File: src/rtl/reg_cmd_sequencer.sv
// rtl/reg_cmd_sequencer.sv - command sequencer driving E/FunSel/In of a 16-bit register
// LOAD gathers two bytes; INC/DEC repeat cmd_count+1 enables; all register-side outputs are flopped.
module reg_cmd_sequencer #(
    parameter int LOW_FIRST = 1,
    parameter int CNT_W     = 4,
    parameter int TIMEOUT   = 16
) (
    input  logic             clock,
    input  logic             reset,
    input  logic             cmd_valid,
    output logic             cmd_ready,
    input  logic [1:0]       cmd_op,
    input  logic [CNT_W-1:0] cmd_count,
    input  logic             byte_valid,
    output logic             byte_ready,
    input  logic [7:0]       byte_in,
    output logic             reg_E,
    output logic [1:0]       reg_FunSel,
    output logic [15:0]      reg_In,
    output logic             done,
    output logic             err
);
    localparam int WAIT_W = (TIMEOUT > 1) ? $clog2(TIMEOUT) : 1;
    localparam logic [WAIT_W-1:0] WAIT_LAST = WAIT_W'(TIMEOUT - 1);
    localparam bit TIMEOUT_EN = (TIMEOUT != 0);

    localparam logic [1:0] OP_LOAD  = 2'b10;
    localparam logic [1:0] OP_CLEAR = 2'b11;

    typedef enum logic [2:0] {IDLE, GET_B0, GET_B1, ISSUE, REPEAT} state_t;

    state_t            state, state_n;
    logic [CNT_W-1:0]  rep_cnt, rep_cnt_n;
    logic [WAIT_W-1:0] wait_cnt, wait_cnt_n;
    logic [7:0]        byte0, byte0_n;
    logic [1:0]        op_q, op_n;
    logic              e_n, done_n, err_n;
    logic [1:0]        fs_n;
    logic [15:0]       in_n;
    logic              timeout_hit;

    assign cmd_ready   = (state == IDLE);
    assign byte_ready  = (state == GET_B0) || (state == GET_B1);
    assign timeout_hit = TIMEOUT_EN && (wait_cnt == WAIT_LAST);

    always_ff @(posedge clock) begin
        if (reset) begin
            state      <= IDLE;
            rep_cnt    <= '0;
            wait_cnt   <= '0;
            byte0      <= '0;
            op_q       <= '0;
            reg_E      <= 1'b0;
            reg_FunSel <= 2'b00;
            reg_In     <= '0;
            done       <= 1'b0;
            err        <= 1'b0;
        end else begin
            state      <= state_n;
            rep_cnt    <= rep_cnt_n;
            wait_cnt   <= wait_cnt_n;
            byte0      <= byte0_n;
            op_q       <= op_n;
            reg_E      <= e_n;
            reg_FunSel <= fs_n;
            reg_In     <= in_n;
            done       <= done_n;
            err        <= err_n;
        end
    end

    // Outputs are computed for the state being entered, so each enable lands one cycle after its trigger.
    always_comb begin
        state_n    = state;
        rep_cnt_n  = rep_cnt;
        wait_cnt_n = wait_cnt;
        byte0_n    = byte0;
        op_n       = op_q;
        e_n        = 1'b0;
        fs_n       = reg_FunSel;
        in_n       = reg_In;
        done_n     = 1'b0;
        err_n      = 1'b0;
        case (state)
            IDLE: begin
                if (cmd_valid) begin
                    op_n = cmd_op;
                    if (cmd_op == OP_LOAD) begin
                        state_n    = GET_B0;
                        wait_cnt_n = '0;
                    end else if (cmd_op == OP_CLEAR) begin
                        state_n = ISSUE;
                        e_n     = 1'b1;
                        fs_n    = OP_CLEAR;
                        done_n  = 1'b1;
                    end else begin
                        state_n   = REPEAT;
                        rep_cnt_n = cmd_count;
                        e_n       = 1'b1;
                        fs_n      = cmd_op;
                        done_n    = (cmd_count == '0);
                    end
                end
            end
            GET_B0, GET_B1: begin
                if (byte_valid) begin
                    wait_cnt_n = '0;
                    if (state == GET_B0) begin
                        byte0_n = byte_in;
                        state_n = GET_B1;
                    end else begin
                        in_n    = (LOW_FIRST != 0) ? {byte_in, byte0} : {byte0, byte_in};
                        state_n = ISSUE;
                        e_n     = 1'b1;
                        fs_n    = op_q;
                        done_n  = 1'b1;
                    end
                end else if (timeout_hit) begin
                    wait_cnt_n = '0;
                    state_n    = IDLE;
                    err_n      = 1'b1;
                end else begin
                    wait_cnt_n = wait_cnt + WAIT_W'(1);
                end
            end
            ISSUE: state_n = IDLE;
            REPEAT: begin
                // rep_cnt counts enables still owed after the current one; zero means this is the last.
                if (rep_cnt == '0) begin
                    state_n = IDLE;
                end else begin
                    rep_cnt_n = rep_cnt - CNT_W'(1);
                    e_n       = 1'b1;
                    done_n    = (rep_cnt == CNT_W'(1));
                end
            end
            default: state_n = IDLE;
        endcase
    end
endmodule

File: config.mk
export PLATFORM = sky130hd
export DESIGN_NAME = reg_cmd_sequencer
export DESIGN_NICKNAME = d
export VERILOG_FILES = /design/src/rtl/reg_cmd_sequencer.sv
export SDC_FILE = /design/constraint.sdc
export NUM_CORES = 1
export LEC_CHECK = 0
export ABC_AREA = 1
export CORE_MARGIN = 1.5
export CORE_UTILIZATION = 47
export CTS_BUF_LIST = sky130_fd_sc_hd__clkbuf_4 sky130_fd_sc_hd__clkbuf_8
export CTS_CLUSTER_SIZE = 8
export DETAILED_ROUTE_END_ITERATION = 7
export PLACE_DENSITY = 0.78
export SLEW_MARGIN = 0
export SYNTH_ARGS = -nofsm -noshare
export SYNTH_HDL_FRONTEND = slang
export SYNTH_SLANG_ARGS = --single-unit
File: constraint.sdc
create_clock -name clock -period 1.3 [get_ports clock]
set_input_delay 0.26 -clock clock [delete_from_list [all_inputs] [get_ports clock]]
set_output_delay 0.26 -clock clock [all_outputs]
set_load 0.01 [all_outputs]
==> results.cfg <==
[routing]
drt_iter0_markers = 211
routed_wl_um = 5640
wl_per_cell_um = 14.8
vias = 2025
drtPass1Iterations = 4
routed_via_density = 5.31
postRouteAntennaNets = 0
route.detailed.drc = 0

[clock_network]
cts_buffer_depth = 2
hold_buffers = 0
cts_tree = yes
htree_levels = 2
numCtsBuffers = 5
path_clk_slew_ps = 80
cts_root_buffer = clkbuf_8
clock_latency_ps = 310
clock-sinks = 42

[setup_path]
reg2reg_slack_ps = -50
endpoint_kind = primary output
crit_cells = 4
r2r_cells = 9
crit_type = reg2out
crit_chain = inv_4 > nand2_4 > nor2_2 > buf_2
path_buf_inv = 2
arrival_ps = 1130
max_stage_delay_ps = 340
cp.required_ps = 1040
path_delay_family = flip-flops
cp_max_fo = 4
start_kind = flop
slowest_stage = dfxtp_2

[timing]
max_slew.worst_pin.slew_ps = 279
fin_hold_ws_ps = 421
finalCritPeriodShare = 1.07
final_hold_viol_count = 0
slew-limit-headroom = 0.813
grt_setup_unrepaired = true
final_max_slew_viol_count = 0
setup-violations-final = 9
worst_slack_ps = -85.8
max_freq_mhz = 722
fin_crit_ps = 1390
skew_ps = 5.58

[die]
ioPinCount = 41
rows = 22
die-width_um = 65.8
core-area_um2 = 3720
start_util = 0.498
dieArea_um2 = 4330
fp.dieH_um = 65.8

[place]
dp_hpwl_um = 3110
place.gp.congestion = 0.964
dp_cells = 367
portBuffers = 40

[hold_path]
hold_depth = 4
hold_path.class = in2reg

[final_layout]
area_growth_pct = 57.0
final_cell_mix = nor2_1 (65), dfxtp_1 (38), nand2_1 (29)
fillCellCount = 274
nets = 354
drive_gt1_frac = 0.312
stdcell_count = 381
layout_commonest_cell = nor2_1
n_antenna_cell = 0

[logic_synthesis]
synth-seq-cells = 42
yosys_warnings = 0
syn_area_per_cell_um2 = 7.26
syn_nets = 277
synth_cell_type_count = 24
seq_area_frac_synth = 0.454
syn_inst = 255
syn_area_um2 = 1850

[run]
maxCapViolCount = 0

[global_route]
grt_pass1_vias = 1773
grt_pass1_wl_um = 7640
antenna_found_initial = 0
grt_overflow = 0
grt_start_max_net_pins = 36
gr-usage-all-layers = 0.230

[run_status]
outcome = complete, but fails checks
violations = negative setup slack

[power_and_ir_drop]
p_leak_nw = 1.42
p_per_area_nw_per_um2 = 1910
irDropWorstVdd_mv = 1.06
fin_total_pwr_w = 0.00555
## worst min-delay path, cell delays in order
cell and delay (ps):
dlymetal6s2s_1 150, inv_1 90, buf_4 120, a21oi_1 50
## registers in the layout (all words and copies together) (netlist names)
signal	flops
reg_In	16
done	1
op_q	2
rep_cnt	4
reg_E	1
byte0	8
state	3
wait_cnt	4
reg_FunSel	2
err	1
## synth_stat cells
master / number / area (um2)
nor2_1: 71 / 267
dfxtp_1: 42 / 841
o21ai_0: 37 / 185
nand2_1: 36 / 135
inv_1: 18 / 67.6
nand3_1: 10 / 50.1
a21oi_1: 9 / 45.0
ha_1: 4 / 50.1
nor2_2: 4 / 25.0
clkbuf_1: 3 / 11.3
inv_2: 3 / 11.3
nand2_2: 2 / 12.5
nand2_4: 2 / 22.5
nand3_2: 2 / 20.0
or2_2: 2 / 12.5
xor2_1: 2 / 17.5
a21oi_2: 1 / 8.76
buf_4: 1 / 7.51
buf_6: 1 / 11.3
nand4_1: 1 / 6.26
nor2_4: 1 / 11.3
nor2_8: 1 / 20.0
o21ai_1: 1 / 5.00
xnor2_1: 1 / 8.76
## metal layers
metal  vias to the layer above  GRT usage  wire [um]
met2                        78      0.393       2800
li1                        966          -          -
met1                       961      0.281       2310
met3                        20     0.0596        323
met4                         0     0.0755        203
met5                         -          0          0
## path summary, 6_finish.rpt
| path | from | end |
|---|---|---|
| hold reg to reg | reg_FunSel[1] | reg_FunSel[1] |
| hold / removal | cmd_op[0] | op_q[0] |
| setup / recovery | state[1] | cmd_ready |
| setup reg to reg | state[1] | rep_cnt[3] |
## final cells by class
class	instances	area, um2	share of cell area
clock buffer	6	76.3	0.0262
clock inverter	2	13.8	0.00473
inverter	21	91.3	0.0314
multi-input combinational	187	1090	0.375
sequential	42	848	0.292
tap	48	60.1	0.0207
timing repair buffer	75	728	0.250
## per-stage QoR
step	TNS [ps]	utilization	area, um2	setup slack [ps]
floorplan	0	-	1850	114
global placement	-10080	0.676	2510	-372
detailed placement	-11010	0.676	2510	-381
CTS	-178	0.708	2630	-127
global route	-1840	0.782	2910	-144
finish	-262	0.782	2910	-85.8
## timing repair
action | in CTS | in global routing
pin swaps | 7 | 23
gates resized for setup | 44 | 85
setup endpoints to repair | 48 | 40
gates cloned | 0 | 2
buffers inserted | 3 | 2
## logic make-up after synthesis
group                      Yosys count  share of synthesized area
and+or+nand+nor                    132                      0.314
AOI/OAI and AO/OA                   48                      0.132
DFF                                 42                      0.454
buffers and inverters               26                     0.0588
adders and majority gates            4                     0.0270
xor gates and xnor gates             3                     0.0142
## report_power, final
| group | leakage (nW) | total [W] | internal (W) | switching (W) |
|---|---|---|---|---|
| Sequential | 0.345 | 0.00176 | 0.00158 | 0.000186 |
| Combinational | 1.02 | 0.00292 | 0.00134 | 0.00158 |
| Clock | 0.0486 | 0.000869 | 0.000400 | 0.000469 |
| Total | 1.42 | 0.00555 | 0.00331 | 0.00223 |
Power figures use the tool's default switching activity.
==> RTL edit (config.mk and constraints unchanged) <==
Register the output `err` once more, cleared by the reset; this adds one clock of latency there. The other outputs are not delayed to match.
--- a/src/rtl/reg_cmd_sequencer.sv
+++ b/src/rtl/reg_cmd_sequencer.sv
@@ -29,6 +29,8 @@
 
     typedef enum logic [2:0] {IDLE, GET_B0, GET_B1, ISSUE, REPEAT} state_t;
 
+    logic err_s0;
+
     state_t            state, state_n;
     logic [CNT_W-1:0]  rep_cnt, rep_cnt_n;
     logic [WAIT_W-1:0] wait_cnt, wait_cnt_n;
@@ -54,7 +56,7 @@
             reg_FunSel <= 2'b00;
             reg_In     <= '0;
             done       <= 1'b0;
-            err        <= 1'b0;
+            err_s0     <= 1'b0;
         end else begin
             state      <= state_n;
             rep_cnt    <= rep_cnt_n;
@@ -65,7 +67,7 @@
             reg_FunSel <= fs_n;
             reg_In     <= in_n;
             done       <= done_n;
-            err        <= err_n;
+            err_s0     <= err_n;
         end
     end
 
@@ -137,5 +139,13 @@
             default: state_n = IDLE;
         endcase
     end
+    always_ff @(posedge clock) begin
+        if (reset) begin
+            err <= '0;
+        end else begin
+            err <= err_s0;
+        end
+    end
+
 endmodule
 
Formal check against the unedited RTL: same outputs for any inputs over 10 cycles, from zero or initial values and one cycle with reset high; that may be too few to reach the edited logic, so the function may still have changed.
==> RTL edit against the original RTL <==
The run still ends with setup timing left; routed wire length down 6.3%; worst setup slack better by 36 ps; sequential cell count is 1 higher; cell area increased by 3.2%; synthesized area is 3.4% higher; clock skew is 0.58 ps higher; die area up 3.3%; power is 4.7% higher; critical path type unchanged.
==> RTL edit: results (changes against the original RTL) <==
- Leakage Power: 1.437 nW (+1.5%)
- Wire length of the first global-routing pass: 8.024 mm (+5.1%)
- The fraction of the mapped netlist area in compound gates came to 12.80% (-0.37 points).
* Fin worst setup slack: -50.19 ps (+35.63 ps)
- Number of global-route vias before repair: 1810 (+2.1%)
- Finish-stage setup viols: 8 (-1)
* Violated checks: setup timing
* Via count: 1945 (-4.0%)
* Placed Area: 2576 um^2 (+2.5%)
- The worst-case setup slack after placement is -314.8 ps (+65.89 ps).
- Worst-Margin Slew: 183.7 ps (-95.64 ps)
- Grt met3 use: 5.912% (-0.050 points)
- GR Util All Layers: 24.28% (+1.3 points)
- The per-cell routed wire length came to 13.49 um (-8.9%).
* Hold-critical path endpoint: err
- In this run the most critical hold path is launched from err_s0.
* DRC marker count from the first detailed-route iteration: 81 (-62%)
- Number of cells on the worst hold path: 2 (-2)
* Layout Nets: 363 (+2.5%)
* Instance count of the mapped netlist: 259 (+1.6%)
* Outcome: finished, violations left
- The endpoint identified for the worst register-to-register timing path is done.
* Top post-synthesis cells by area: sky130_fd_sc_hd__dfxtp_1, sky130_fd_sc_hd__nor2_1, sky130_fd_sc_hd__o21ai_0
* Clk_skew: 6.156 ps (+0.5767 ps)
* Synth top cells by count: sky130_fd_sc_hd__nor2_1, sky130_fd_sc_hd__dfxtp_1, sky130_fd_sc_hd__o21ai_0
- The total placed cells including tap cells is 374 (+1.9%).
- Number of distinct library cells after synthesis: 29 (+21%)
* Grt met2 use: 42.25% (+3.0 points)
* Classification of the worst-slack hold path: reg2reg
- Post-Synthesis Net Count: 281 (+1.4%)
[RTL edit: per-layer routing]
metal | vias up | share of wire, % | routed length (um)
li1 | 987 | - | -
met1 | 901 | 42 | 2227
met2 | 47 | 52 | 2752
met3 | 10 | 4.1 | 217
met4 | 0 | 1.7 | 91
met5 | - | 0 | 0
[RTL edit: how the worst max path moves through the flow]
| stage | startpoint | depth (start not counted) | endpoint |
|---|---|---|---|
| after floorplan | rep_cnt[0] | 8 | rep_cnt[0] |
| after global placement | cmd_op[0] | 10 | reg_FunSel[0] |
| after detailed placement | byte_valid | 7 | wait_cnt[3] |
| after CTS | state[0] | 4 | byte_ready |
| after global routing | state[1] | 9 | state[0] |
| final | state[1] | 5 | byte_ready |
[RTL edit: cell type report]
class | count | area [um^2] | share of cell area [%]
Sequential cell | 43 | 872.1 | 29.07
Clock inverter | 3 | 43.79 | 1.460
Timing Repair Buffer | 81 | 729.5 | 24.31
Clock buffer | 5 | 68.82 | 2.294
Multi-Input combinational cell | 188 | 1121 | 37.36
Inverter | 22 | 102.6 | 3.420
Tap cell | 50 | 62.56 | 2.085
[RTL edit: stage by stage]
stage	total power (W)	utilization (%)	hold WS (ps)	setup TNS (ps)
2_1_floorplan	0.003008	-	388.3	0
3_3_place_gp	0.003994	64.87	391.3	-7616
3_5_place_dp	0.004038	64.87	395.9	-8181
4_1_cts	0.005467	71.30	406.6	-76.84
5_1_grt	0.006162	75.55	426.0	-2237
6_report	0.005808	75.55	405.5	-128.2
[RTL edit: worst register-to-register path: cells and delay by family, from the launching register on]
kind	cells	cell delay (ps)
DFF	1	380
buffers and inverters	3	300
AOI/OAI and AO/OA	2	330
and+or+nand+nor	3	260
[RTL edit: power breakdown]
part           switching (W)  internal, W
Sequential          0.000197      0.00161
Clock               0.000478     0.000572
Combinational        0.00155      0.00140
Total                0.00222      0.00359
[RTL edit: repair_timing]
item,CTS,global route
setup buffers,5,4
gates resized for setup,68,59
endpoints found under the setup margin,55,39
pin swaps,11,21
cloned,0,1
[RTL edit: logic make-up (layout without fill, tap and decap cells)]
kind of cell,count (synthesis),after routing
DFF,43,43
xor gates and xnor gates,2,2
AOI/OAI and AO/OA,47,47
adders and majority gates,4,4
and+or+nand+nor,135,135
buffers and inverters,28,111
